## config.mk

```make
export PLATFORM = sky130hd
export DESIGN_NAME = memory_access_unit
export DESIGN_NICKNAME = d
export VERILOG_FILES = /design/src/rtl/memory_access_unit_pkg.sv /design/src/rtl/load_store_align.sv /design/src/rtl/memory_access_unit.sv
export SDC_FILE = /design/constraint.sdc
export NUM_CORES = 1
export LEC_CHECK = 0
export ABC_AREA = 1
export CORE_ASPECT_RATIO = 0.9
export CORE_MARGIN = 2
export CORE_UTILIZATION = 45
export CTS_BUF_LIST = sky130_fd_sc_hd__clkbuf_8
export CTS_CLUSTER_SIZE = 12
export DETAILED_ROUTE_END_ITERATION = 7
export MAX_ROUTING_LAYER = met4
export PLACE_DENSITY = 0.89
export SETUP_SLACK_MARGIN = 0.15
export SYNTH_ARGS = -nofsm -noshare
export SYNTH_HDL_FRONTEND = slang
export SYNTH_HIERARCHICAL = 1
export SYNTH_SLANG_ARGS = --single-unit
export TNS_END_PERCENT = 5
```

## constraint.sdc

```tcl
create_clock -name clk_i -period 5.5 [get_ports clk_i]
set_input_delay 1.1 -clock clk_i [delete_from_list [all_inputs] [get_ports clk_i]]
set_output_delay 1.1 -clock clk_i [all_outputs]
set_load 0.01 [all_outputs]
```

## src/rtl/memory_access_unit_pkg.sv

```systemverilog
// Shared pipeline definitions for the memory stage: widths, control-signal enums,
// access-size and FSM state types, and the opcode-to-access-size decode.
package memory_access_unit_pkg;

    localparam int WORD       = 32;
    localparam int ADDR_WIDTH = 4;

    typedef enum logic {MEM_WRITE_DIS = 1'b0, MEM_WRITE_EN = 1'b1} mem_write_signal;
    typedef enum logic {REG_FILE_WRITE_DIS = 1'b0, REG_FILE_WRITE_EN = 1'b1} reg_file_write_sig;
    typedef enum logic {ALU_SOURCE = 1'b0, MEM_SOURCE = 1'b1} reg_file_data_source;

    typedef enum logic [1:0] {SIZE_BYTE = 2'd0, SIZE_HALF = 2'd1, SIZE_WORD = 2'd2} mem_access_size;
    typedef enum logic {MEM_IDLE = 1'b0, MEM_BUSY = 1'b1} mem_fsm_state;

    // op = {opA[3:0], opB[2:0]}; anything not listed falls back to a word access.
    function automatic mem_access_size decode_size(input logic [6:0] op);
        mem_access_size size;
        size = SIZE_WORD;
        case (op[6:3])
            4'b0101: begin
                case (op[2:0])
                    3'b001, 3'b101, 3'b111: size = SIZE_HALF;
                    3'b010, 3'b011, 3'b110: size = SIZE_BYTE;
                    default:                size = SIZE_WORD;
                endcase
            end
            4'b0111: size = SIZE_BYTE;
            4'b1000: size = SIZE_HALF;
            default: size = SIZE_WORD;
        endcase
        return size;
    endfunction

    function automatic logic decode_signed(input logic [6:0] op);
        return (op[6:3] == 4'b0101) && ((op[2:0] == 3'b011) || (op[2:0] == 3'b111));
    endfunction

endpackage

```

## src/rtl/load_store_align.sv

```systemverilog
// Byte-lane steering for the data bus: store byte enables and lane replication,
// load lane selection with sign/zero extension, and misalignment detection.
module load_store_align
    import memory_access_unit_pkg::*;
(
    input  mem_access_size     size_i,
    input  logic               signed_i,
    input  logic [1:0]         addr_lo_i,
    input  logic [WORD-1:0]    st_data_i,
    input  logic [WORD-1:0]    rd_data_i,
    output logic [3:0]         be_o,
    output logic [WORD-1:0]    wdata_o,
    output logic [WORD-1:0]    ld_data_o,
    output logic               misaligned_o
);

    logic [7:0]  byte_sel;
    logic [15:0] half_sel;

    always_comb begin
        byte_sel     = rd_data_i[{addr_lo_i, 3'b000} +: 8];
        half_sel     = addr_lo_i[1] ? rd_data_i[31:16] : rd_data_i[15:0];
        be_o         = 4'b1111;
        wdata_o      = st_data_i;
        ld_data_o    = rd_data_i;
        misaligned_o = 1'b0;
        case (size_i)
            SIZE_BYTE: begin
                be_o      = 4'b0001 << addr_lo_i;
                wdata_o   = {4{st_data_i[7:0]}};
                ld_data_o = signed_i ? {{24{byte_sel[7]}}, byte_sel} : {24'b0, byte_sel};
            end
            SIZE_HALF: begin
                // A set addr[0] is simply dropped; the access still uses the half picked by addr[1].
                be_o         = addr_lo_i[1] ? 4'b1100 : 4'b0011;
                wdata_o      = {2{st_data_i[15:0]}};
                ld_data_o    = signed_i ? {{16{half_sel[15]}}, half_sel} : {16'b0, half_sel};
                misaligned_o = addr_lo_i[0];
            end
            default: begin
                misaligned_o = |addr_lo_i;
            end
        endcase
    end

endmodule

```

## src/rtl/memory_access_unit.sv

```systemverilog
// Pipeline memory stage: issues one bus access per load/store with a req/ack handshake,
// stalls upstream while it is outstanding, and drives the MEM/WB register.
module memory_access_unit
    import memory_access_unit_pkg::*;
(
    input  logic                   clk_i,
    input  logic                   reset_i,
    input  logic                   is_valid_i,
    input  mem_write_signal        mem_write_en_i,
    input  reg_file_write_sig      reg_file_write_en_i,
    input  reg_file_data_source    reg_file_data_source_i,
    input  logic [6:0]             opA_opB_i,
    input  logic [ADDR_WIDTH-1:0]  reg_dest_addr_i,
    input  logic [WORD-1:0]        alu_result_i,
    input  logic [WORD-1:0]        reg_2_data_i,
    output logic                   mem_req_o,
    output logic                   mem_we_o,
    output logic [WORD-1:0]        mem_addr_o,
    output logic [3:0]             mem_be_o,
    output logic [WORD-1:0]        mem_wdata_o,
    input  logic                   mem_ack_i,
    input  logic [WORD-1:0]        mem_rdata_i,
    output logic                   stall_o,
    output logic                   align_fault_o,
    output logic                   is_valid_o,
    output reg_file_write_sig      reg_file_write_en_o,
    output logic [ADDR_WIDTH-1:0]  reg_dest_addr_o,
    output logic [WORD-1:0]        wb_data_o
);

    mem_fsm_state           state_q, state_d;
    mem_access_size         size_q, size_d, size_sel;
    logic                   signed_q, signed_d, signed_sel;
    logic [1:0]             lane_q, lane_d, lane_sel;
    logic                   is_load_q, is_load_d;
    reg_file_write_sig      reg_we_q, reg_we_d;
    logic [ADDR_WIDTH-1:0]  dest_q, dest_d;
    logic [WORD-1:0]        alu_q, alu_d;
    logic                   req_q, req_d, we_q, we_d;
    logic [WORD-1:0]        addr_q, addr_d, wdata_q, wdata_d;
    logic [3:0]             be_q, be_d;
    logic                   wb_valid_q, wb_valid_d;
    reg_file_write_sig      wb_we_q, wb_we_d;
    logic [ADDR_WIDTH-1:0]  wb_dest_q, wb_dest_d;
    logic [WORD-1:0]        wb_data_q, wb_data_d;

    logic                   mem_op;
    logic [3:0]             be_calc;
    logic [WORD-1:0]        wdata_calc, ld_calc;
    logic                   misaligned;

    assign mem_op = is_valid_i && ((mem_write_en_i == MEM_WRITE_EN) ||
                                   (reg_file_data_source_i == MEM_SOURCE));

    // One aligner serves both phases: issue fields in IDLE, the latched load lane in BUSY.
    assign size_sel   = (state_q == MEM_BUSY) ? size_q   : decode_size(opA_opB_i);
    assign signed_sel = (state_q == MEM_BUSY) ? signed_q : decode_signed(opA_opB_i);
    assign lane_sel   = (state_q == MEM_BUSY) ? lane_q   : alu_result_i[1:0];

    load_store_align u_align (
        .size_i       (size_sel),
        .signed_i     (signed_sel),
        .addr_lo_i    (lane_sel),
        .st_data_i    (reg_2_data_i),
        .rd_data_i    (mem_rdata_i),
        .be_o         (be_calc),
        .wdata_o      (wdata_calc),
        .ld_data_o    (ld_calc),
        .misaligned_o (misaligned)
    );

    always_comb begin
        state_d       = state_q;
        size_d        = size_q;
        signed_d      = signed_q;
        lane_d        = lane_q;
        is_load_d     = is_load_q;
        reg_we_d      = reg_we_q;
        dest_d        = dest_q;
        alu_d         = alu_q;
        req_d         = req_q;
        we_d          = we_q;
        addr_d        = addr_q;
        be_d          = be_q;
        wdata_d       = wdata_q;
        wb_valid_d    = 1'b0;
        wb_we_d       = wb_we_q;
        wb_dest_d     = wb_dest_q;
        wb_data_d     = wb_data_q;
        stall_o       = 1'b0;
        align_fault_o = 1'b0;
        case (state_q)
            MEM_IDLE: begin
                if (mem_op) begin
                    stall_o       = 1'b1;
                    align_fault_o = misaligned && !reset_i;
                    state_d       = MEM_BUSY;
                    size_d        = size_sel;
                    signed_d      = signed_sel;
                    lane_d        = lane_sel;
                    is_load_d     = (reg_file_data_source_i == MEM_SOURCE);
                    reg_we_d      = reg_file_write_en_i;
                    dest_d        = reg_dest_addr_i;
                    alu_d         = alu_result_i;
                    req_d         = 1'b1;
                    we_d          = (mem_write_en_i == MEM_WRITE_EN);
                    addr_d        = {alu_result_i[WORD-1:2], 2'b00};
                    be_d          = be_calc;
                    wdata_d       = wdata_calc;
                end else begin
                    wb_valid_d = is_valid_i;
                    wb_we_d    = is_valid_i ? reg_file_write_en_i : REG_FILE_WRITE_DIS;
                    wb_dest_d  = reg_dest_addr_i;
                    wb_data_d  = alu_result_i;
                end
            end
            MEM_BUSY: begin
                if (mem_ack_i) begin
                    state_d    = MEM_IDLE;
                    req_d      = 1'b0;
                    wb_valid_d = 1'b1;
                    wb_we_d    = reg_we_q;
                    wb_dest_d  = dest_q;
                    wb_data_d  = is_load_q ? ld_calc : alu_q;
                end else begin
                    stall_o = 1'b1;
                end
            end
            default: state_d = MEM_IDLE;
        endcase
    end

    always_ff @(posedge clk_i) begin
        if (reset_i) begin
            state_q    <= MEM_IDLE;
            size_q     <= SIZE_WORD;
            signed_q   <= 1'b0;
            lane_q     <= 2'b00;
            is_load_q  <= 1'b0;
            reg_we_q   <= REG_FILE_WRITE_DIS;
            dest_q     <= '0;
            alu_q      <= '0;
            req_q      <= 1'b0;
            we_q       <= 1'b0;
            addr_q     <= '0;
            be_q       <= 4'b0000;
            wdata_q    <= '0;
            wb_valid_q <= 1'b0;
            wb_we_q    <= REG_FILE_WRITE_DIS;
            wb_dest_q  <= '0;
            wb_data_q  <= '0;
        end else begin
            state_q    <= state_d;
            size_q     <= size_d;
            signed_q   <= signed_d;
            lane_q     <= lane_d;
            is_load_q  <= is_load_d;
            reg_we_q   <= reg_we_d;
            dest_q     <= dest_d;
            alu_q      <= alu_d;
            req_q      <= req_d;
            we_q       <= we_d;
            addr_q     <= addr_d;
            be_q       <= be_d;
            wdata_q    <= wdata_d;
            wb_valid_q <= wb_valid_d;
            wb_we_q    <= wb_we_d;
            wb_dest_q  <= wb_dest_d;
            wb_data_q  <= wb_data_d;
        end
    end

    assign mem_req_o           = req_q;
    assign mem_we_o            = we_q;
    assign mem_addr_o          = addr_q;
    assign mem_be_o            = be_q;
    assign mem_wdata_o         = wdata_q;
    assign is_valid_o          = wb_valid_q;
    assign reg_file_write_en_o = wb_we_q;
    assign reg_dest_addr_o     = wb_dest_q;
    assign wb_data_o           = wb_data_q;

endmodule

```

## After elaboration in Yosys (flattened, before gate mapping)

Cells that the tools add are included.

| operators by class | value |
|---|---|
| equal/unequal tests | 13 |
| reductions and logical operators | 13 |
| muxes and demuxes | 35 |
| bitwise operators | 1 |
| shifts and indexed selects | 2 |

Operators with widths:

| cell | number |
|---|---|
| 32-bit one-hot mux with 2 select lines | 3 |
| 32-bit two-way mux | 5 |
| 32-bit by 6-bit variable part select with 8-bit output | 1 |
| 16-bit two-way mux | 1 |
| 4-bit one-hot mux with 2 select lines | 2 |
| 1-bit two-way mux | 12 |
| 4-bit two-way mux | 3 |
| 1-bit one-hot mux with 2 select lines | 5 |
| 3-bit == test (second input constant) | 3 |
| 4-bit by 3-bit == test with 1-bit output (second input constant) | 2 |
| 3-bit by 2-bit == test with 1-bit output (second input constant) | 2 |
| 2-bit inequality test (second input constant) | 3 |
| 2-bit one-hot mux with 3 select lines | 1 |
| 2-bit AND reduction | 3 |
| 3-bit OR reduction | 2 |
| 4-bit == test (second input constant) | 1 |
| 2-bit two-way mux | 2 |
| 2-bit one-hot mux with 2 select lines | 1 |
| 1-bit by 2-bit << shifter with 4-bit output (first input constant) | 1 |
| 3-bit by 1-bit == test with 1-bit output (second input constant) | 1 |
| 1-bit logical AND | 3 |
| 2-bit by 1-bit == test with 1-bit output (second input constant) | 1 |
| 2-bit logical NOT | 1 |
| 1-bit logical OR | 2 |
| 3 further kinds | 3 |

| word-level totals | value |
|---|---|
| output and inout bits | 110 |
| input bits | 114 |
| word-level logic and storage cells | 81 |
| register bits after elaboration | 150 |

## Logic depth before layout (Yosys ltp)

Gate-level depths: netlist of the first run.

| depth | value |
|---|---|
| depth in word-level cells | 10 |
| depth in mapped cells | 17 |

## Cells and area by module

Netlist of the first run, hierarchy kept.

Modules (own cells, without submodules):

| module | area each (µm²) | instances | cells an instance | seq. area each (µm²) |
|---|---|---|---|---|
| memory_access_unit | 5177.5 | 1 | 737 | 2402.3 |
| load_store_align | 1109.8 | 1 | 228 | 0.0 |

## Least setup slack after synthesis of the first run

No wires, ideal clock.

| path | value |
|---|---|
| kind | input-to-output |
| from | in opA_opB_i[6] |
| to | out align_fault_o |
| stages on the path | 11 |
| setup slack | 1.950 ns |
| path buffers | 2 |
| data arrival time | 2.450 ns |
| path through | inv_1 -> nand2_1 -> nor2_1 -> nand2_1 -> a31oi_1 -> buf_2 -> nor2_8 -> buf_2 -> a21oi_1 -> nand2_1 -> nor2_1 |

| between the ends | value |
|---|---|
| longest elaborated chain between the ends | 8 |

Ends and longest elaborated chain:

| what | RTL line | text |
|---|---|---|
| from (decl) | memory_access_unit.sv:12 | `input logic [6:0] opA_opB_i,` |
| 4-bit == test or 4-bit by 3-bit == test with 1-bit output (tied branches) | memory_access_unit_pkg.sv:19 | `case (op[6:3])` |
| 2-bit one-hot mux with 3 select lines (*) | memory_access_unit_pkg.sv:19 |  |
| 2-bit two-way mux (*) | memory_access_unit.sv:56 | `assign size_sel = (state_q == MEM_BUSY) ? size_q : decode_size(opA_opB_i);` |
| net size_sel[1] | memory_access_unit.sv:32 | `mem_access_size size_q, size_d, size_sel;` |
| 2-bit by 1-bit == test with 1-bit output or 2-bit logical NOT (tied branches) | load_store_align.sv:27 | `case (size_i)` |
| 1-bit one-hot mux with 2 select lines (*) | load_store_align.sv:27 |  |
| net misaligned | memory_access_unit.sv:50 | `logic misaligned;` |
| 1-bit logical AND (*) | memory_access_unit.sv:96 | `align_fault_o = misaligned && !reset_i;` |
| 1-bit two-way mux (*) | memory_access_unit.sv:94 | `if (mem_op) begin` |
| 1-bit two-way mux (*) | memory_access_unit.sv:92 | `case (state_q)` |
| to (decl) | memory_access_unit.sv:24 | `output logic align_fault_o,` |

Mark *: on every way through the listed nets, which the timed path passes. The rest lies on a longest branch.

## Final worst setup path of the first run

| path | value |
|---|---|
| from | in opA_opB_i[5] |
| to | out align_fault_o |

Same word-level chain as after synthesis.

==> impl_metrics.yaml, run 1 <==
critical_path:
  r2r_slack_ns: 1.86
  r2r_end: "wb_data_o[28]"
  timing.rr.start: "state_q"
  crit_type: "primary input to output pin"
  end_kind: "output pin"
  path_max_fanout: 27
  critPathArrivalTime_ns: 3.38
  reg2regPathDepth: 14
  cp-start-kind: "primary input"
  cp_data_required_time_ns: 4.40
sta:
  worst_clock_skew_ns: 0.0108
  fmax_mhz: 223
  finalCritPeriodShare: 0.814
  setup_viol_count_final: 0
  rsz0062_at_grt: "false"
  hold_viol: 0
  slew_violations: 0
  min_period_ns: 4.48
  tns_ns: 0
  worst_slack_ns: 1.02
  max-slew-margin-rel: 0.270
  worstMarginPinSlew_ns: 1.09
yosys:
  ys_seq_area_frac: 0.382
  ys_async_sr_fraction: 0
  synth_cells: 965
  synthAdderAreaFrac: 0
  synth-xor-area-share: 0
  synth_area_leaders: "dfxtp_1 38%, o21ai_0 14%, nor2_1 14%"
  synth_common_cells: "236 x nor2_1, 182 x nand2_1, 182 x o21ai_0"
  synth_top_area_share: 0.382
  syn-cell-area_mm2: 0.00629
  synth_top_cell_by_area: "dfxtp_1"
  synth.distinct_cells: 31
  avgSynthCellArea_um2: 6.52
  ys_ff_latch: 120
  synth_edf_count: 0
  synth_compound_area_frac: 0.185
  ys.warnings.count: 6
  ys.flop_type: "dfxtp_1"
  synthMuxAreaShare: 0
  yosys.area_share.simple: 0.312
  synth.most_common_cell: "nor2_1"
  synth_top_family_by_area: "simple AND/OR/NAND/NOR gates"
power_and_ir_drop:
  p_seq_frac: 0.415
  clockPowerShare: 0.338
  switching_share: 0.297
  max-vdd-ir-drop_uv: 208
  p_per_area_mw_per_mm2: 282
  p_int_uw: 1700
  power.switching_uw: 717
  pwr-share-comb: 0.248
  power.leakage_uw: 0.00371
  p_total_uw: 2410
clock_network:
  holdBufCountCts: 0
  cts_setup_buffers: 0
  clk_pin_slew_ns: 0.06
  cts_root_buf: "clkbuf_8"
  h-tree-depth: 4
  clk_latency_ns: 0.45
  cts_resized: 0
  cts_max_path_buffers: 2
  clock_sinks: 120
  cts_buffers: 17
  cts_tree: "done"
drt:
  vias: 7012
  firstDrtPassIters: 8
  ant_nets: 0
  wl_per_cell_um: 16.3
  drt_iter0_drc: 742
  drc: 0
  routed_wl_um: 21100
  viasPerCell: 5.44
placed_design:
  io_buffers: 221
  place_inst: 1258
  gp_congestion: 0.909
  pre_cts_slack_ns: 1.07
  place_hpwl_um: 14300
global_routing:
  antenna_found_initial: 0
  grt_usage: 0.289
  grt_pass1_vias: 6570
  grt_pass1_wl_um: 32900
  grt_max_degree: 109
  grt_overflow_total: 0
min_path:
  hold_depth: 2
  hp-start: "alu_q[0]"
  hp-class: "register to register"
  min_to: "alu_q[0]"
floorplanning:
  rows: 40
  start_util: 0.465
  die_y_um: 116
  dieArea_mm2: 0.0149
  die_x_um: 129
  num_io_pins: 224
  core_area_mm2: 0.0135
layout:
  fin_nets: 1223
  fin_cells: 1290
  area_delta_synth_final_pct: 36.1
  final_layout_size_suffix_gt1_frac: 0.0481
  n_antenna_cell: 0
run_status:
  status: "finished clean"
job:
  maxCapViolations: 0
-- cell usage in the layout, fill, tap and decap left out --
master,count
a21boi_0,1
a21oi_1,28
a31oi_4,1
and2_1,1
buf_4,8
bufinv_16,3
clkbuf_8,19
clkdlybuf4s50_1,221
clkinv_1,2
clkinv_2,5
clkinvlp_4,1
conb_1,2
dfxtp_1,120
inv_1,28
inv_2,5
inv_4,1
nand2_1,182
nand2_2,3
nand3_1,54
nand3_4,2
nand3b_1,1
nor2_1,236
nor2_4,3
nor2_8,1
o211a_1,1
o211ai_1,8
o21ai_0,181
o21ai_1,2
o21ai_2,1
o21ai_4,1
-- final cells by class --
| cell class | count | area, um2 |
|---|---|---|
| Sequential cell | 120 | 2400 |
| Clock inverter | 13 | 138 |
| Clock buffer | 19 | 262 |
| Timing Repair Buffer | 229 | 2270 |
| Multi-Input combinational cell | 709 | 3150 |
| Tap cell | 168 | 210 |
| Inverter | 32 | 123 |
| Fill cell | 1245 | 4960 |
-- layer usage --
metal  routed length, um  part of all wire  track usage  up-vias
met1                8870              0.42        0.356     3213
met3                2270              0.11       0.0916       36
met2                9530              0.45        0.452      394
met4                 383             0.018       0.0942        0
li1                    -                 -            -     3369
met5                   0                 0            -        -
-- cells by family after synthesis --
family,Yosys count
simple gates,483
compound gates,224
flops,120
other cells,1
buf+inv,137
-- critical path, cell delays in order --
cell             delay [ns]
clkdlybuf4s50_1        0.51
nand2_1                0.06
nor2_1                 0.18
nand2_1                0.07
nand2_1                0.06
nand2_1                0.06
nand2_1                0.27
nor2_8                 0.14
a21oi_1                0.14
nand2_1                0.06
nor2_1                 0.13
clkdlybuf4s50_1        0.59
-- how the worst max path moves through the flow --
stage	startpoint	to	slack, ns	cells past startpoint
after floorplan	opA_opB_i[6]	align_fault_o	1.95	11
after global placement	opA_opB_i[5]	align_fault_o	1.13	12
after detailed placement	opA_opB_i[5]	align_fault_o	1.07	12
after CTS	opA_opB_i[5]	align_fault_o	1.06	12
after global routing	opA_opB_i[6]	align_fault_o	0.90	13
final	opA_opB_i[5]	align_fault_o	1.02	12
-- flip-flops by register name, indices dropped and copies added, names as in the netlist --
register / count
reg_dest_addr_o: 4
reg_file_write_en_o: 1
reg_we_q: 1
mem_req_o: 1
mem_wdata_o: 32
state_q: 1
alu_q: 32
mem_be_o: 4
lane_q: 2
is_valid_o: 1
signed_q: 1
dest_q: 4
wb_data_o: 32
size_q: 2
is_load_q: 1
mem_we_o: 1
-- power groups by stage --
| stage | combinational [uW] | clock (uW) | sequential (uW) |
|---|---|---|---|
| after global placement | 581 | 0 | 1020 |
| after floorplan | 301 | 0 | 1030 |
| final | 598 | 814 | 1000 |
| after global routing | 652 | 868 | 1010 |
| after detailed placement | 591 | 0 | 1020 |
| after CTS | 595 | 822 | 999 |
-- per-stage QoR --
stage          hold WS, ns  instance area [um2]  utilization
4_1_cts              0.466                 8550        0.633
2_1_floorplan        0.427                 6290            -
6_report             0.466                 8550        0.633
3_3_place_gp         0.439                 8160        0.604
5_1_grt              0.482                 8550        0.633
3_5_place_dp         0.456                 8160        0.604
No activity file was read; power rests on OpenSTA's default activity.
==> inputs of run 2 (changes only) <==
clock period = 4.5 ns   (was 5.5 ns; I/O delays follow)
==> run 2 against run 1 <==
  * Critical path depth did not move
  * Non-clock buffer count rose by 4
  * First-iteration DRC count is 13% lower
  * Highest routed layer unchanged
  * Register-to-register slack got worse by 0.45 ns
  * Clock power grew 31%
==> impl_metrics.yaml, run 2 (synthesis gave the netlist of run 1 again) <==
run_status:
  status: "finished clean"
critical_path:
  end_kind: "output pin"
  path_max_fanout: 27
  crit_path_end: "align_fault_o"
  cp-start-kind: "primary input"
  crit_path_start: "opA_opB_i[5]"
  cp_slowest_cell: "clkdlybuf4s50_1"
  slowest_delay_ns: 0.56
  r2r_end: "wb_data_o[22]"
  cp.buffers_inverters: 2
  crit_type: "primary input to output pin"
  timing.rr.start: "state_q"
  worstPathCellList: "clkdlybuf4s50_1, nand2_1, nor2_1, nand2_1, nand2_1, nand2_1, nand2_1, nor2_8, a21oi_1, nand2_1, nor2_1, clkdlybuf4s50_1"
  reg2regPathDepth: 13
  crit_cells: 12
  critPathArrivalTime_ns: 3.15
  path_common_cell: "nand2_1"
  cp_data_required_time_ns: 3.60
  r2r_slack_ns: 1.41
  path_delay_family: "buffers and inverters"
global_routing:
  grt_usage: 0.293
  antenna_found_initial: 0
  grt_overflow_total: 0
  grt_pass1_vias: 6602
  grt_pass1_wl_um: 33500
  grt_max_degree: 109
power_and_ir_drop:
  p_per_area_mw_per_mm2: 351
  max-vdd-ir-drop_uv: 259
  power.leakage_uw: 0.00371
drt:
  drc: 0
  highest_layer: "met4"
  route.met2.wl_um: 9630
  drt_iter0_drc: 647
  firstDrtPassIters: 8
  m1WireLength_um: 8920
  routed_wl_um: 21200
  ant_nets: 0
  wl_per_cell_um: 16.4
  vias: 6929
  viasPerCell: 5.35
  met3WireLength_um: 2280
placed_design:
  place_hpwl_um: 14300
  io_buffers: 221
  gp_congestion: 0.899
  placed_area_mm2: 0.00819
sta:
  fmax_mhz: 247
  worstMarginPinSlew_ns: 0.961
  min_period_ns: 4.05
  max-slew-margin-rel: 0.355
  rsz0062_at_grt: "false"
  setup_viol_count_final: 0
  tns_ns: 0
  worst_clock_skew_ns: 0.00890
  slew_violations: 0
  finalCritPeriodShare: 0.900
  hold_viol: 0
layout:
  nFillCells: 1226
  final_area_mm2: 0.00862
  final_layout_size_suffix_gt1_frac: 0.0551
  layout_common_cells: "236 x nor2_1, 221 x clkdlybuf4s50_1, 182 x nand2_1, 181 x o21ai_0, 120 x dfxtp_1"
  fin_nets: 1227
  final_common_cell: "nor2_1"
  post-route-util: 0.638
  area_delta_synth_final_pct: 37.1
  n_antenna_cell: 0
clock_network:
  cts_setup_buffers: 0
  clk_latency_ns: 0.44
  cts_buffers: 17
  cts_resized: 0
  clk_pin_slew_ns: 0.07
  clock_sinks: 120
  cts_tree: "done"
  h-tree-depth: 4
  cts_root_buf: "clkbuf_8"
  cts_max_path_buffers: 2
  holdBufCountCts: 0
floorplanning:
  die_x_um: 129
  rows: 40
  core_area_mm2: 0.0135
  num_io_pins: 224
  dieArea_mm2: 0.0149
  die_y_um: 116
  start_util: 0.465
job:
  maxCapViolations: 0
min_path:
  hp-class: "register to register"
-- run 2: layout make-up --
type	instances	area [um2]	share of cell area
inverter	32	123	0.0142
clock inverter	11	145	0.0168
sequential	120	2400	0.279
tap	168	210	0.0244
multi-input combinational	709	3150	0.365
clock buffer	21	289	0.0335
timing repair buffer	233	2300	0.267
-- run 2: worst min path at each step --
stage	from	to	slack (ns)	cells past startpoint
after floorplan	lane_q[1]	lane_q[1]	0.43	2
after global placement	lane_q[1]	lane_q[1]	0.44	2
after detailed placement	mem_we_o	mem_we_o	0.45	2
after CTS	mem_we_o	mem_we_o	0.46	2
after global routing	lane_q[0]	lane_q[0]	0.48	2
final	mem_we_o	mem_we_o	0.46	2
-- run 2: worst min-delay path, cell delays in order (launching register included) --
cell     delay [ns]
dfxtp_1        0.31
nand2_1        0.06
a21oi_1        0.05
-- run 2: where the power goes --
group          total, uW  internal (uW)  switching, uW
clock network       1070            604            462
registers           1220           1160           56.1
logic                739            351            388
-- run 2: per-layer routing --
metal / up-vias / global-route usage
met5: - / -
met2: 375 / 0.469
met3: 26 / 0.0880
met4: 0 / 0.0870
li1: 3372 / -
met1: 3156 / 0.360
-- run 2: metrics by stage --
step / setup WS (ns) / hold WS, ns / power (uW) / instances
CTS: 0.458 / 0.464 / 3030 / 1294
global placement: 0.479 / 0.440 / 1960 / 1262
detailed placement: 0.468 / 0.454 / 1970 / 1262
finish: 0.450 / 0.462 / 3020 / 1294
global route: 0.276 / 0.479 / 3170 / 1294
floorplan: 1.35 / 0.427 / 1620 / 966
==> inputs of run 3 (changes only) <==
CORE_MARGIN = 5   (was 2)
==> run 3 against run 2 <==
  * Worst setup slack worse by 0.016 ns
  * Clock-buffer cell count down 2
  * Clock power up 7%
  * Clock skew down 0.0018 ns
  * Core utilization down 1.4 points
  * Non-clock buffer count down 1
  * Power up 2.4%
  * Flip-flop and latch count unchanged
  * Sequential power about the same
  * Worst hold slack better by 0.0062 ns
  * Largest cell class unchanged
  * Highest routed layer unchanged
==> impl_metrics.yaml, run 3 (synthesis gave the netlist of run 1 again) <==
run_status:
  status: "finished clean"
layout:
  final_common_cell: "nor2_1"
  nFillCells: 1259
  layout_common_cells: "236 x nor2_1, 221 x clkdlybuf4s50_1, 182 x nand2_1, 181 x o21ai_0, 120 x dfxtp_1"
  final_layout_size_suffix_gt1_frac: 0.0542
  fin_cells: 1298
  fin_nets: 1226
  multi_input_area_mm2: 0.00315
  regArea_mm2: 0.00240
  final_area_mm2: 0.00865
  area_delta_synth_final_pct: 37.5
sta:
  min_period_ns: 4.07
  tns_ns: 0
  max-slew-margin-rel: 0.341
  hold_viol: 0
  worst_clock_skew_ns: 0.00706
  setup_viol_count_final: 0
  fmax_mhz: 246
  worstMarginPinSlew_ns: 0.983
  slew_violations: 0
  hold-worst-slack_ns: 0.469
  rsz0062_at_grt: "false"
  finalCritPeriodShare: 0.903
global_routing:
  grt_usage: 0.270
  grt_overflow_total: 0
  grt_pass1_wl_um: 34100
  grt_max_degree: 109
  grt_pass1_vias: 6565
  antenna_found_initial: 1
clock_network:
  cts_root_buf: "clkbuf_8"
  cts_resized: 0
  clk_pin_slew_ns: 0.07
  cts_setup_buffers: 0
  clk_latency_ns: 0.44
  clock_sinks: 120
  cts_max_path_buffers: 2
  cts_tree: "done"
  holdBufCountCts: 0
  cts_buffers: 17
  h-tree-depth: 4
floorplanning:
  dieArea_mm2: 0.0164
  start_util: 0.454
  num_io_pins: 224
  rows: 41
  die_y_um: 122
  die_x_um: 135
  core_area_mm2: 0.0139
critical_path:
  slowest_delay_ns: 0.55
  cp_slowest_cell: "clkdlybuf4s50_1"
  r2r_end: "wb_data_o[29]"
  crit_path_start: "opA_opB_i[6]"
  critPathArrivalTime_ns: 3.17
  cp_data_required_time_ns: 3.60
  r2r_slack_ns: 1.01
  timing.rr.start: "state_q"
  path_common_cell: "nand2_1"
  crit_type: "primary input to output pin"
  crit_path_end: "align_fault_o"
  cp-start-kind: "primary input"
  reg2regPathDepth: 13
  worstPathCellList: "clkdlybuf4s50_1, inv_1, nand2_1, nor2_1, nand2_1, nand2_1, nand2_1, nand2_1, nor2_8, a21oi_1, nand2_1, nor2_1, clkdlybuf4s50_1"
  end_kind: "output pin"
  path_max_fanout: 4
drt:
  wl_per_cell_um: 16.9
  drt_iter0_drc: 587
  route.met2.wl_um: 10100
  vias: 6949
  viasPerCell: 5.35
  met3WireLength_um: 2310
  highest_layer: "met4"
  m1WireLength_um: 9050
  ant_nets: 0
  drc: 0
  firstDrtPassIters: 5
  routed_wl_um: 21900
power_and_ir_drop:
  power.leakage_uw: 0.00374
  p_total_uw: 3100
  max-vdd-ir-drop_uv: 228
  p_per_area_mw_per_mm2: 358
placed_design:
  io_buffers: 221
  gp_congestion: 0.939
  place_hpwl_um: 15000
  placed_area_mm2: 0.00818
  place_inst: 1265
min_path:
  hp-class: "register to register"
job:
  maxCapViolations: 0
run 3: cell type report:
| cell class | instances | area share |
|---|---|---|
| Clock buffer | 19 | 0.0302 |
| Inverter | 32 | 0.0142 |
| Antenna cell | 1 | 0.000289 |
| Tap cell | 172 | 0.0249 |
| Clock inverter | 13 | 0.0232 |
| Multi-Input combinational cell | 709 | 0.364 |
| Timing Repair Buffer | 232 | 0.265 |
| Sequential cell | 120 | 0.278 |
run 3: per-stage QoR:
step	setup WS, ns	utilization
final	0.434	0.624
after global routing	0.243	0.624
after CTS	0.471	0.624
after detailed placement	0.345	0.591
after global placement	0.518	0.591
after floorplan	1.35	-
run 3: worst min path at each step:
stage,to,start,depth (start not counted),slack (ns)
finish,lane_q[0],lane_q[0],2,0.47
global route,reg_we_q,reg_we_q,2,0.50
CTS,reg_we_q,reg_we_q,2,0.47
detailed placement,lane_q[0],lane_q[0],2,0.46
global placement,lane_q[1],lane_q[1],2,0.44
floorplan,lane_q[1],lane_q[1],2,0.43
run 3: worst max-delay path: cells and delay by family:
family	cells	cell delay, ns
AOI/OAI and AO/OA	1	0.17
buffers and inverters	3	1.08
and+or+nand+nor	9	1.00
run 3: where the power goes:
| part | switching, uW | total, uW | leakage [uW] | internal, uW |
|---|---|---|---|---|
| Clock | 450 | 1140 | 0.000235 | 685 |
| Combinational | 390 | 740 | 0.00251 | 350 |
| Sequential | 59.7 | 1220 | 0.000994 | 1160 |
| Total | 900 | 3100 | 0.00374 | 2200 |
run 3: metal layers:
layer | up-vias | GRT usage
met5 | - | -
met4 | 0 | 0.0802
met3 | 40 | 0.0863
met2 | 369 | 0.422
met1 | 3169 | 0.336
li1 | 3371 | -
